[config.mk]
export PLATFORM = sky130hd
export DESIGN_NAME = alu_ctrl_seq
export DESIGN_NICKNAME = d
export VERILOG_FILES = /design/src/rtl/alu_ctrl_seq.sv
export SDC_FILE = /design/constraint.sdc
export NUM_CORES = 1
export LEC_CHECK = 0
export CAP_MARGIN = 20
export CORE_MARGIN = 10
export CORE_UTILIZATION = 35
export CTS_CLUSTER_SIZE = 16
export DETAILED_ROUTE_END_ITERATION = 6
export PLACE_DENSITY = 0.65
export SLEW_MARGIN = 20
export SYNTH_ARGS = -nofsm -noshare
export SYNTH_HDL_FRONTEND = slang
export SYNTH_SLANG_ARGS = --single-unit
[constraint.sdc]
create_clock -name clk -period 2.2 [get_ports clk]
set_clock_uncertainty 0.15 [all_clocks]
set_input_delay 0.22 -clock clk [delete_from_list [all_inputs] [get_ports clk]]
set_output_delay 0.22 -clock clk [all_outputs]
set_load 0.1 [all_outputs]
[src/rtl/alu_ctrl_seq.sv]
// Registered ALU control decoder with a valid/ready handshake and an FSM for the multi-cycle sllv and jmadd ops.
// Optional: define ALU_CTRL_SEQ_ITER_SHIFT_EN to run sllv as an iterative one-bit-per-cycle shift.
module alu_ctrl_seq #(
   parameter int FUNCT_W = 6,
   parameter int SHAMT_W = 5
) (
   input  logic               clk,
   input  logic               reset,
   input  logic               in_valid,
   output logic               in_ready,
   input  logic [1:0]         aluop,
   input  logic [FUNCT_W-1:0] funct,
   input  logic [SHAMT_W-1:0] shamt,
   output logic [2:0]         gout,
   output logic [2:0]         rtypeout,
   output logic               rsordatamem,
   output logic               jmaddcont,
   output logic               shift_en,
   output logic               out_valid,
   output logic               illegal
);

   typedef enum logic [1:0] {
      ST_IDLE,
`ifdef ALU_CTRL_SEQ_ITER_SHIFT_EN
      ST_SHIFT,
`endif
      ST_JM_ADDR,
      ST_JM_JUMP
   } state_t;

   typedef enum logic [1:0] {
      OP_SINGLE,
      OP_SHIFT,
      OP_JMADD
   } op_kind_t;

   state_t     r_state;
   logic [2:0] r_gout;
   logic [2:0] r_rtypeout;
   logic       r_rsordatamem;
   logic       r_jmaddcont;
   logic       r_out_valid;
   logic       r_illegal;

   logic [2:0] w_gout;
   logic [2:0] w_rtypeout;
   logic       w_rsordatamem;
   logic       w_illegal;
   op_kind_t   w_kind;
   logic       w_funct_legal;

   // Only the low 6 funct bits carry a code; anything set above them is undecodable.
   assign w_funct_legal = ((funct >> 6) == '0);

   // NOTE: every decode output gets a default before the branches, so no path can infer a latch.
   always_comb begin
      w_gout        = 3'b010;
      w_rtypeout    = 3'b100;
      w_rsordatamem = 1'b0;
      w_illegal     = 1'b0;
      w_kind        = OP_SINGLE;
      if (aluop[0]) begin
         if (!w_funct_legal) begin
            w_illegal = 1'b1;
         end else begin
            case (funct[5:0])
               6'b000000: w_rsordatamem = 1'b1;
               6'b001010: w_gout = 3'b111;
               6'b100010: w_gout = 3'b110;
               6'b011001: w_gout = 3'b001;
               6'b101000: w_gout = 3'b000;
               6'b010100: begin
                  w_gout        = 3'b000;
                  w_rtypeout    = 3'b001;
                  w_rsordatamem = 1'b1;
               end
               6'b000100: begin
                  w_gout = 3'b011;
`ifdef ALU_CTRL_SEQ_ITER_SHIFT_EN
                  if (shamt != '0) w_kind = OP_SHIFT;
`endif
               end
               6'b100000: begin
                  w_rtypeout = 3'b010;
                  w_kind     = OP_JMADD;
               end
               default: w_illegal = 1'b1;
            endcase
         end
      end else if (aluop[1]) begin
         w_gout = 3'b110;
      end
   end

`ifdef ALU_CTRL_SEQ_ITER_SHIFT_EN
   logic [SHAMT_W-1:0] r_cnt;
   logic               r_shift_en;
`else
   logic w_unused;
   assign w_unused = ^shamt;
`endif

   // NOTE: all state here is updated with non-blocking assignments so every register sees pre-edge values.
   always_ff @(posedge clk) begin
      if (reset) begin
         r_state       <= ST_IDLE;
         r_gout        <= 3'b010;
         r_rtypeout    <= 3'b100;
         r_rsordatamem <= 1'b0;
         r_jmaddcont   <= 1'b0;
         r_out_valid   <= 1'b0;
         r_illegal     <= 1'b0;
`ifdef ALU_CTRL_SEQ_ITER_SHIFT_EN
         r_cnt         <= '0;
         r_shift_en    <= 1'b0;
`endif
      end else begin
         case (r_state)
            ST_IDLE: begin
               r_out_valid <= 1'b0;
`ifdef ALU_CTRL_SEQ_ITER_SHIFT_EN
               r_shift_en  <= 1'b0;
`endif
               if (in_valid) begin
                  r_gout        <= w_gout;
                  r_rtypeout    <= w_rtypeout;
                  r_rsordatamem <= w_rsordatamem;
                  r_jmaddcont   <= 1'b0;
                  r_illegal     <= w_illegal;
                  case (w_kind)
                     OP_JMADD: r_state <= ST_JM_ADDR;
`ifdef ALU_CTRL_SEQ_ITER_SHIFT_EN
                     OP_SHIFT: begin
                        r_state     <= ST_SHIFT;
                        r_cnt       <= shamt;
                        r_shift_en  <= 1'b1;
                        r_out_valid <= (shamt == SHAMT_W'(1));
                     end
`endif
                     default: r_out_valid <= 1'b1;
                  endcase
               end
            end
`ifdef ALU_CTRL_SEQ_ITER_SHIFT_EN
            // The cycle holding cnt==1 is the last shift and carries out_valid.
            ST_SHIFT: begin
               r_cnt <= r_cnt - SHAMT_W'(1);
               if (r_cnt == SHAMT_W'(1)) begin
                  r_state     <= ST_IDLE;
                  r_shift_en  <= 1'b0;
                  r_out_valid <= 1'b0;
               end else begin
                  r_out_valid <= (r_cnt == SHAMT_W'(2));
               end
            end
`endif
            ST_JM_ADDR: begin
               r_state     <= ST_JM_JUMP;
               r_jmaddcont <= 1'b1;
               r_out_valid <= 1'b1;
            end
            ST_JM_JUMP: begin
               r_state     <= ST_IDLE;
               r_out_valid <= 1'b0;
            end
            default: r_state <= ST_IDLE;
         endcase
      end
   end

   assign in_ready    = (r_state == ST_IDLE);
   assign gout        = r_gout;
   assign rtypeout    = r_rtypeout;
   assign rsordatamem = r_rsordatamem;
   assign jmaddcont   = r_jmaddcont;
   assign out_valid   = r_out_valid;
   assign illegal     = r_illegal;
`ifdef ALU_CTRL_SEQ_ITER_SHIFT_EN
   assign shift_en    = r_shift_en;
`else
   assign shift_en    = 1'b0;
`endif

endmodule
==> results.py, run 1 <==
metrics = {
    "clock_network": {
        "cts.repair.resized": 0,
        "insertion_delay_ns": 0.27,
        "clkTransAtPathRegs_ns": 0.08,
        "ctsHtreeMaxLevel": 1,
        "postCtsSetupBuffers": 0,
        "cts.path.max_buffers": 2,
        "tritoncts.num_buffers": 3,
        "master_cell_of_the_clock_root_buffer": "sky130_fd_sc_hd__clkbuf_4",
        "cts_hold_buf": 0,
        "clkSinkCount": 12,
        "cts_tree": "yes",
    },
    "yosys": {
        "synth-warning-count": 0,
        "number_of_flops_mapped_to_enable_cells_by_yosys": 0,
        "yosys_register_bits": 12,
        "synth_sequential_area_ratio_pct": 32.3,
        "synth_top_family_by_area": "simple AND/OR/NAND/NOR gates",
        "synthXorXnorAreaFrac_pct": 2.35,
        "synth.net_count": 103,
        "yosysTopAreaCellShare_pct": 32.3,
        "synthDominantAreaCellType": "sky130_fd_sc_hd__dfxtp_1",
        "synth.distinct_cells": 38,
        "syn_avg_cell_area_um2": 8.86,
        "yosys.area_share.adder_pct": 5.04,
        "mappedNetlistArea_um2": 744,
        "synth_compound_gate_area_share_pct": 21.7,
        "syn-instance-count": 84,
        "post_synth_mux_area_share_pct": 4.03,
        "yosys.area_share.simple_pct": 25.7,
        "synth.area.top_cells": "sky130_fd_sc_hd__dfxtp_1, sky130_fd_sc_hd__ha_1, sky130_fd_sc_hd__a21oi_1",
        "synthFlopType": "sky130_fd_sc_hd__dfxtp_1",
        "synth-async-reset-ratio_pct": 0,
    },
    "placement": {
        "port-buffer-count": 21,
        "routability_congestion_estimate_from_global_placement": 0.740,
        "dp.final_hpwl_um": 1360,
        "post_place_worst_slack_ns": 0.202,
    },
    "final_layout": {
        "layout-drive-gt1-share_pct": 22.6,
        "seqCellArea_um2": 240,
        "final_nets": 126,
        "final.fill_count": 197,
        "finish.utilization_pct": 49.1,
        "multi_input_area_um2": 444,
        "antenna_cells_inserted": 0,
        "area_growth_pct": 31.9,
    },
    "floorplanning": {
        "core_area_mm2": 0.00200,
        "fp.dieW_um": 66.1,
        "die-area_mm2": 0.00437,
        "initial_core_util_pct": 37.2,
        "std_cell_rows": 16,
        "die_height_um": 66.1,
        "io-pin-count": 28,
    },
    "setup_path": {
        "slowest_stage": "sky130_fd_sc_hd__clkdlybuf4s50_1",
        "critical_path.cell_chain": "clkdlybuf4s50_1, nor4b_4, and3_4, or3b_1, a221oi_2",
        "worstSetupStartpointType": "primary input",
        "critical_path_arrival_ns": 1.76,
        "rr_worst_depth": 4,
        "critical_path.max_fanout": 9,
        "critPathRequiredTime_ns": 2.25,
        "setup.reg_to_reg.worst_slack_ns": 0.65,
        "slowest_delay_ns": 0.68,
        "setup.worst_path.class": "in2reg",
        "cpLargestDelayFamily": "buffers and inverters",
        "launch_instance_of_the_worst_register_to_register_path": "r_state[0]",
        "critPathCaptureType": "register",
        "buffer_and_inverter_count_on_the_worst_path": 1,
        "worstReg2RegEnd": "out_valid",
    },
    "grt": {
        "overflow": 0,
        "groute.usage.overall_pct": 8.82,
        "grt_max_degree": 13,
        "number_of_antenna_violations_at_the_first_check_in_global_routing": 0,
        "first_pass_grt_wire_length_um": 3060,
        "via_count_of_the_first_global_routing_pass": 693,
    },
    "detailed_routing": {
        "drt_drc_violations_left": 0,
        "routedWlPerCell_um": 13.3,
        "routed_wirelength_um": 1770,
        "drt_first_iter_violations": 14,
        "detailedRoute.firstPassIterationCount": 4,
        "detailroute.via_count": 680,
        "antenna_violating_nets_post_route": 0,
        "vias_per_inst": 5.11,
    },
    "timing": {
        "report.final.setup_viol": 0,
        "setup_total_negative_slack_ns": 0,
        "grt_setup_unrepaired": "no",
        "total_count_of_hold_check_failures_in_the_final_report": 0,
        "holdWs_ns": 0.314,
        "setup_ws_ns": 0.486,
        "period_minus_slack_ns": 1.71,
        "clock.fmax_mhz": 583,
        "maxSlewViolCount": 0,
        "final_critical_path_share_of_the_clock_period_pct": 77.9,
    },
    "run_status": {
        "status": "completed",
    },
    "min_path": {
        "timing.hold.worst.class": "reg2reg",
        "worstHoldStart": "rtypeout[0]",
        "hold_end": "rtypeout[0]",
        "holdPathStages": 2,
    },
    "pwr": {
        "power-per-cell-area_mw_per_mm2": 542,
        "leakagePower_nw": 0.405,
        "peakVddDrop_mv": 0.266,
    },
    "job": {
        "maxCapViolations": 0,
    },
}
[synth_stat cells, types with 2 or more instances]
library cell               instances
sky130_fd_sc_hd__nor2b_1           2
sky130_fd_sc_hd__nand2_1           4
sky130_fd_sc_hd__buf_4             2
sky130_fd_sc_hd__nor3_1            4
sky130_fd_sc_hd__mux2i_1           3
sky130_fd_sc_hd__or3b_1            2
sky130_fd_sc_hd__inv_1             6
sky130_fd_sc_hd__buf_2             2
sky130_fd_sc_hd__a211oi_1          3
sky130_fd_sc_hd__nor2_1            7
sky130_fd_sc_hd__a21oi_1           7
sky130_fd_sc_hd__nand3b_1          2
sky130_fd_sc_hd__xor2_1            2
sky130_fd_sc_hd__dfxtp_1          12
sky130_fd_sc_hd__ha_1              3
[tightest hold or removal path: stages, from the launching register on]
cell	delay, ns
sky130_fd_sc_hd__dfxtp_1	0.32
sky130_fd_sc_hd__nand2_1	0.05
sky130_fd_sc_hd__a21oi_1	0.05
[worst max path at each step]
stage | from | endpoint | slack [ns] | depth (start not counted)
floorplan | r_state[1] | gout[1] | 0.25 | 7
global placement | funct[1] | out_valid | 0.22 | 5
detailed placement | funct[1] | gout[0] | 0.20 | 5
CTS | funct[1] | out_valid | 0.50 | 5
global route | funct[1] | gout[0] | 0.37 | 5
finish | funct[1] | out_valid | 0.49 | 5
[power breakdown]
group / internal [mW] / leakage, nW / switching [mW]
registers: 0.222 / 0.0976 / 0.00242
clock network: 0.101 / 0.0210 / 0.0808
logic: 0.0439 / 0.286 / 0.0826
total: 0.366 / 0.405 / 0.166
[logic make-up after synthesis]
family | count (synthesis)
other | 1
buffers and inverters | 12
AO/OA/AOI/OAI | 22
multiplexers | 3
XOR/XNOR | 2
adder cells (fa/ha/maj) | 3
flip-flops | 12
AND/OR/NAND/NOR | 29
[metal layers]
layer | up-vias | track usage, % | part of all wire, %
met5 | - | 0 | 0
li1 | 349 | - | -
met2 | 19 | 14.0 | 47
met3 | 3 | 2.71 | 7.3
met4 | 0 | 6.28 | 1.2
met1 | 309 | 9.74 | 44
[cell usage in the layout (no fill, tap or decap), types with 3 or more instances in the layout]
| cell | netlist | routed |
|---|---|---|
| sky130_fd_sc_hd__nand2_1 | 4 | 4 |
| sky130_fd_sc_hd__nor3_1 | 4 | 4 |
| sky130_fd_sc_hd__a211oi_1 | 3 | 3 |
| sky130_fd_sc_hd__dfxtp_1 | 12 | 12 |
| sky130_fd_sc_hd__nor2_1 | 7 | 7 |
| sky130_fd_sc_hd__clkdlybuf4s50_1 | 0 | 10 |
| sky130_fd_sc_hd__clkbuf_4 | 0 | 3 |
| sky130_fd_sc_hd__inv_1 | 6 | 6 |
| sky130_fd_sc_hd__mux2i_1 | 3 | 3 |
| sky130_fd_sc_hd__buf_4 | 2 | 14 |
| sky130_fd_sc_hd__a21oi_1 | 7 | 7 |
[state kept, by name, indices dropped and copies added (netlist names)]
register     flops
gout             3
illegal          1
jmaddcont        1
out_valid        1
r_state          2
rsordatamem      1
rtypeout         3
[layout make-up]
| cell class | count | share of cell area (%) |
|---|---|---|
| multi-input combinational | 60 | 45.2 |
| sequential | 12 | 24.5 |
| timing repair buffer | 24 | 20.9 |
| clock buffer | 4 | 3.69 |
| tap | 27 | 3.44 |
| inverter | 6 | 2.29 |
[per-stage QoR]
step / instance area, um^2 / total power, mW / instances
after floorplan: 747 / 0.318 / 84
after global placement: 946 / 0.355 / 129
after detailed placement: 946 / 0.356 / 129
after CTS: 982 / 0.541 / 133
after global routing: 982 / 0.557 / 133
final: 982 / 0.532 / 133
(Power assumes the default switching activity.)
==> inputs of run 2 (changes only) <==
- PLACE_DENSITY: 0.65 -> 0.67
- clock period: 2.2 -> 1.43 ns (I/O delays scaled with it)
==> results.py, run 2 (synthesized netlist as in run 1, its figures left out) <==
metrics = {
    "run_status": {
        "status": "finished with violations",
        "violations_in_the_final_reports": "setup timing",
    },
    "placement": {
        "dp.final_hpwl_um": 1680,
        "routability_congestion_estimate_from_global_placement": 0.857,
        "port-buffer-count": 21,
        "post_place_worst_slack_ns": -0.459,
    },
    "timing": {
        "report.final.setup_viol": 1,
        "period_minus_slack_ns": 1.43,
        "setup_ws_ns": -0.00467,
        "maxSlewViolCount": 0,
        "final_critical_path_share_of_the_clock_period_pct": 100,
        "setup_total_negative_slack_ns": -0.00467,
        "grt_setup_unrepaired": "yes",
        "clock.fmax_mhz": 697,
        "total_count_of_hold_check_failures_in_the_final_report": 0,
    },
    "clock_network": {
        "tritoncts.num_buffers": 3,
        "insertion_delay_ns": 0.28,
        "ctsHtreeMaxLevel": 1,
        "cts.path.max_buffers": 2,
        "clkTransAtPathRegs_ns": 0.08,
        "cts_tree": "yes",
        "clkSinkCount": 12,
        "master_cell_of_the_clock_root_buffer": "sky130_fd_sc_hd__clkbuf_4",
    },
    "min_path": {
        "timing.hold.worst.class": "in2reg",
        "worstHoldStart": "funct[0]",
        "hold_end": "rtypeout[0]",
        "holdPathStages": 4,
    },
    "grt": {
        "first_pass_grt_wire_length_um": 3390,
        "via_count_of_the_first_global_routing_pass": 741,
        "number_of_antenna_violations_at_the_first_check_in_global_routing": 0,
        "overflow": 0,
        "groute.usage.overall_pct": 9.90,
        "grt_max_degree": 13,
    },
    "final_layout": {
        "seqCellArea_um2": 245,
        "final_common_cell": "sky130_fd_sc_hd__buf_4",
        "final_cell_mix": "sky130_fd_sc_hd__buf_4, sky130_fd_sc_hd__buf_12, sky130_fd_sc_hd__dfxtp_1",
        "final_nets": 142,
        "finish.utilization_pct": 63.2,
        "area_growth_pct": 69.9,
        "antenna_cells_inserted": 0,
        "layout-drive-gt1-share_pct": 41.0,
        "final.fill_count": 176,
        "multi_input_area_um2": 473,
    },
    "detailed_routing": {
        "detailedRoute.firstPassIterationCount": 2,
        "detailroute.wirelength.met2_um": 1000,
        "detailroute.via_count": 769,
        "routed_wirelength_um": 2070,
        "met3RoutedLength_um": 175,
        "routedWlPerCell_um": 13.9,
        "highest_signal_layer": "met4",
        "drt_drc_violations_left": 0,
        "antenna_violating_nets_post_route": 0,
        "vias_per_inst": 5.16,
        "drt_first_iter_violations": 7,
        "m1WireLength_um": 852,
    },
    "job": {
        "maxCapViolations": 0,
    },
    "pwr": {
        "peakVddDrop_mv": 0.640,
        "power-per-cell-area_mw_per_mm2": 684,
        "leakagePower_nw": 0.546,
        "design_power_total_mw": 0.865,
    },
    "setup_path": {
        "rr_worst_depth": 4,
        "worstReg2RegEnd": "out_valid",
        "setup.worst_path.class": "reg2reg",
        "worstSetupStartpointType": "register",
        "slowest_stage": "sky130_fd_sc_hd__or3b_4",
        "critical_path.cell_chain": "inv_2, ha_4, or3b_4, a221oi_2",
        "buffer_and_inverter_count_on_the_worst_path": 1,
        "critPathCaptureType": "register",
        "critPathRequiredTime_ns": 1.48,
        "critical_path.max_fanout": 2,
        "cpLargestDelayFamily": "simple AND/OR/NAND/NOR gates",
        "slowest_delay_ns": 0.37,
        "critical_path_arrival_ns": 1.48,
        "launch_instance_of_the_worst_register_to_register_path": "r_state[0]",
        "setup.reg_to_reg.worst_slack_ns": -0.005,
    },
    "floorplanning": {
        "std_cell_rows": 16,
        "core_area_mm2": 0.00200,
        "initial_core_util_pct": 37.2,
        "fp.dieW_um": 66.1,
        "die_height_um": 66.1,
        "io-pin-count": 28,
        "die-area_mm2": 0.00437,
    },
}
-- run 2: worst reg2reg max path: cells and delay by family, from the launching register on --
family          cells  cell delay [ns]
flops               1             0.33
simple gates        1             0.37
fa+ha+maj           1             0.23
compound gates      1             0.23
buf+inv             1             0.04
-- run 2: report_power, final --
group	total, mW	switching, mW	internal (mW)
clock network	0.276	0.121	0.155
registers	0.350	0.00811	0.342
logic	0.240	0.136	0.104
total	0.865	0.265	0.601
-- run 2: how the worst max path moves through the flow --
stage / startpoint / to / cells past startpoint
CTS: r_state[0] / out_valid / 4
detailed placement: funct[3] / out_valid / 5
finish: r_state[0] / out_valid / 4
global placement: funct[3] / gout[1] / 5
floorplan: r_state[1] / gout[1] / 7
global route: r_state[0] / out_valid / 4
-- run 2: area by class of cell --
class	instances	area share, %
Sequential cell	12	19.4
Tap cell	27	2.67
Clock buffer	4	2.87
Multi-Input combinational cell	60	37.4
Timing Repair Buffer	40	35.9
Inverter	6	1.78
-- run 2: repair_timing --
action / 4_1_cts / 5_1_grt
buffers inserted: 1 / 0
endpoints found under the setup margin: 7 / 2
hold buffers: 0 / 0
resized for setup: 9 / 1
pin swaps: 3 / 1
-- run 2: metrics by stage --
stage / cell area, um^2 / instances / hold WS (ns)
floorplan: 777 / 84 / 0.146
global placement: 1220 / 144 / 0.320
detailed placement: 1220 / 144 / 0.342
CTS: 1260 / 149 / 0.204
global route: 1260 / 149 / 0.208
finish: 1260 / 149 / 0.200
-- run 2: metal layers --
metal  GRT usage (%)  vias up
met5               0        -
met4            4.71        0
met3            4.92        6
met2            16.9       17
met1            9.79      359
li1                -      387
==> inputs of run 3 (changes only) <==
--- a/constraint.sdc
+++ b/constraint.sdc
@@ -4,2 +4,2 @@
 set_output_delay 0.143 -clock clk [all_outputs]
-set_load 0.1 [all_outputs]
+set_load 0.005 [all_outputs]
==> results.py, run 3 (synthesized netlist as in run 1, its figures left out) <==
metrics = {
    "run_status": {
        "status": "finished with violations",
        "violations_in_the_final_reports": "setup timing",
    },
    "timing": {
        "setup_ws_ns": -0.0136,
        "total_count_of_hold_check_failures_in_the_final_report": 0,
        "grt_setup_unrepaired": "yes",
        "maxSlewViolCount": 0,
        "setup_total_negative_slack_ns": -0.0136,
        "final_critical_path_share_of_the_clock_period_pct": 101,
        "period_minus_slack_ns": 1.44,
        "report.final.setup_viol": 1,
        "clock.fmax_mhz": 693,
    },
    "placement": {
        "dp.final_hpwl_um": 1620,
        "port-buffer-count": 21,
        "placed_cell_area_mm2": 0.00109,
        "post_place_worst_slack_ns": -0.427,
        "routability_congestion_estimate_from_global_placement": 0.736,
    },
    "grt": {
        "number_of_antenna_violations_at_the_first_check_in_global_routing": 0,
        "via_count_of_the_first_global_routing_pass": 753,
        "groute.usage.overall_pct": 9.27,
        "grt_max_degree": 13,
        "first_pass_grt_wire_length_um": 3280,
        "overflow": 0,
    },
    "setup_path": {
        "setup.worst_path.class": "reg2reg",
        "critPathRequiredTime_ns": 1.46,
        "slowest_stage": "sky130_fd_sc_hd__or3b_1",
        "worstReg2RegEnd": "out_valid",
        "rr_worst_depth": 4,
        "critical_path_arrival_ns": 1.48,
        "launch_instance_of_the_worst_register_to_register_path": "r_state[0]",
        "critical_path.cell_chain": "inv_2, ha_4, or3b_1, a221oi_2",
        "setup.reg_to_reg.worst_slack_ns": -0.01,
        "critical_path.max_fanout": 2,
        "worstSetupStartpointType": "register",
        "critPathCaptureType": "register",
        "slowest_delay_ns": 0.36,
    },
    "pwr": {
        "leakagePower_nw": 0.560,
        "peakVddDrop_mv": 0.391,
        "power-per-cell-area_mw_per_mm2": 609,
    },
    "final_layout": {
        "post-route-cell-area_mm2": 0.00118,
        "final_cell_mix": "sky130_fd_sc_hd__buf_4, sky130_fd_sc_hd__dfxtp_1, sky130_fd_sc_hd__dlygate4sd2_1",
        "layout-drive-gt1-share_pct": 31.7,
        "final_common_cell": "sky130_fd_sc_hd__buf_4",
        "finish.utilization_pct": 58.8,
        "antenna_cells_inserted": 0,
        "area_growth_pct": 58.0,
        "final_nets": 141,
        "final.fill_count": 182,
    },
    "detailed_routing": {
        "antenna_violating_nets_post_route": 0,
        "detailedRoute.firstPassIterationCount": 4,
        "routedWlPerCell_um": 14.0,
        "drt_drc_violations_left": 0,
        "drt_first_iter_violations": 6,
        "routed_wirelength_um": 2050,
        "vias_per_inst": 5.12,
        "detailroute.via_count": 752,
    },
    "min_path": {
        "hold_end": "gout[0]",
        "worstHoldStart": "gout[0]",
        "timing.hold.worst.class": "reg2reg",
        "holdPathStages": 2,
    },
    "clock_network": {
        "cts.path.max_buffers": 2,
        "clkTransAtPathRegs_ns": 0.08,
        "cts_tree": "yes",
        "clkSinkCount": 12,
        "insertion_delay_ns": 0.26,
        "master_cell_of_the_clock_root_buffer": "sky130_fd_sc_hd__clkbuf_4",
        "tritoncts.num_buffers": 3,
        "ctsHtreeMaxLevel": 1,
    },
    "floorplanning": {
        "io-pin-count": 28,
        "fp.dieW_um": 66.1,
        "std_cell_rows": 16,
        "die_height_um": 66.1,
        "core_area_mm2": 0.00200,
        "die-area_mm2": 0.00437,
        "initial_core_util_pct": 37.2,
    },
    "job": {
        "maxCapViolations": 0,
    },
}
## run 3: cell type report
cell class,count,area [um^2],area share [%]
multi-input cells,60,503,42.8
repair buffers,39,350,29.8
flip-flops and latches,12,244,20.7
well taps,27,33.8,2.87
clock buffers,3,22.5,1.91
inverters,6,22.5,1.91
## run 3: repair_timing
item                                    in CTS  in global routing
hold buffers                                 0                  0
setup buffers                                0                  1
hold endpoints to repair                     0                  0
pin swaps                                    0                  2
endpoints found under the setup margin       9                 11
resized for setup                           13                 11
## run 3: layer usage
layer / wire length (um) / track usage, % / vias to the layer above
met5: 0 / 0 / -
met4: 26 / 3.93 / 0
met3: 158 / 2.88 / 2
met2: 1040 / 16.3 / 17
met1: 829 / 9.94 / 354
li1: - / - / 379
## run 3: worst max-delay path, delay by kind of cell (launching register included)
family | cells | cell delay (ns)
AOI/OAI and AO/OA | 1 | 0.23
adders and majority gates | 1 | 0.23
buffers and inverters | 1 | 0.05
DFF | 1 | 0.35
and+or+nand+nor | 1 | 0.36
## run 3: worst max-delay path by stage
stage,slack [ns],startpoint,to,depth (start not counted)
floorplan,0.03,r_state[0],out_valid,4
global placement,-0.36,funct[3],illegal,5
detailed placement,-0.43,funct[3],illegal,5
CTS,0.004,r_state[0],out_valid,4
global route,-0.05,r_state[0],out_valid,4
finish,-0.01,r_state[0],out_valid,4
## run 3: report_power, final
group          internal, mW  total (mW)  switching, mW
logic                0.0866       0.163         0.0768
registers             0.341       0.345        0.00340
clock network        0.0971       0.208          0.111
total                 0.525       0.716          0.191
## run 3: per-stage QoR
stage / cells / hold slack [ns] / power (mW)
finish: 147 / 0.310 / 0.716
global route: 147 / 0.331 / 0.752
CTS: 146 / 0.309 / 0.718
detailed placement: 143 / 0.302 / 0.510
global placement: 143 / 0.290 / 0.508
floorplan: 84 / 0.146 / 0.426
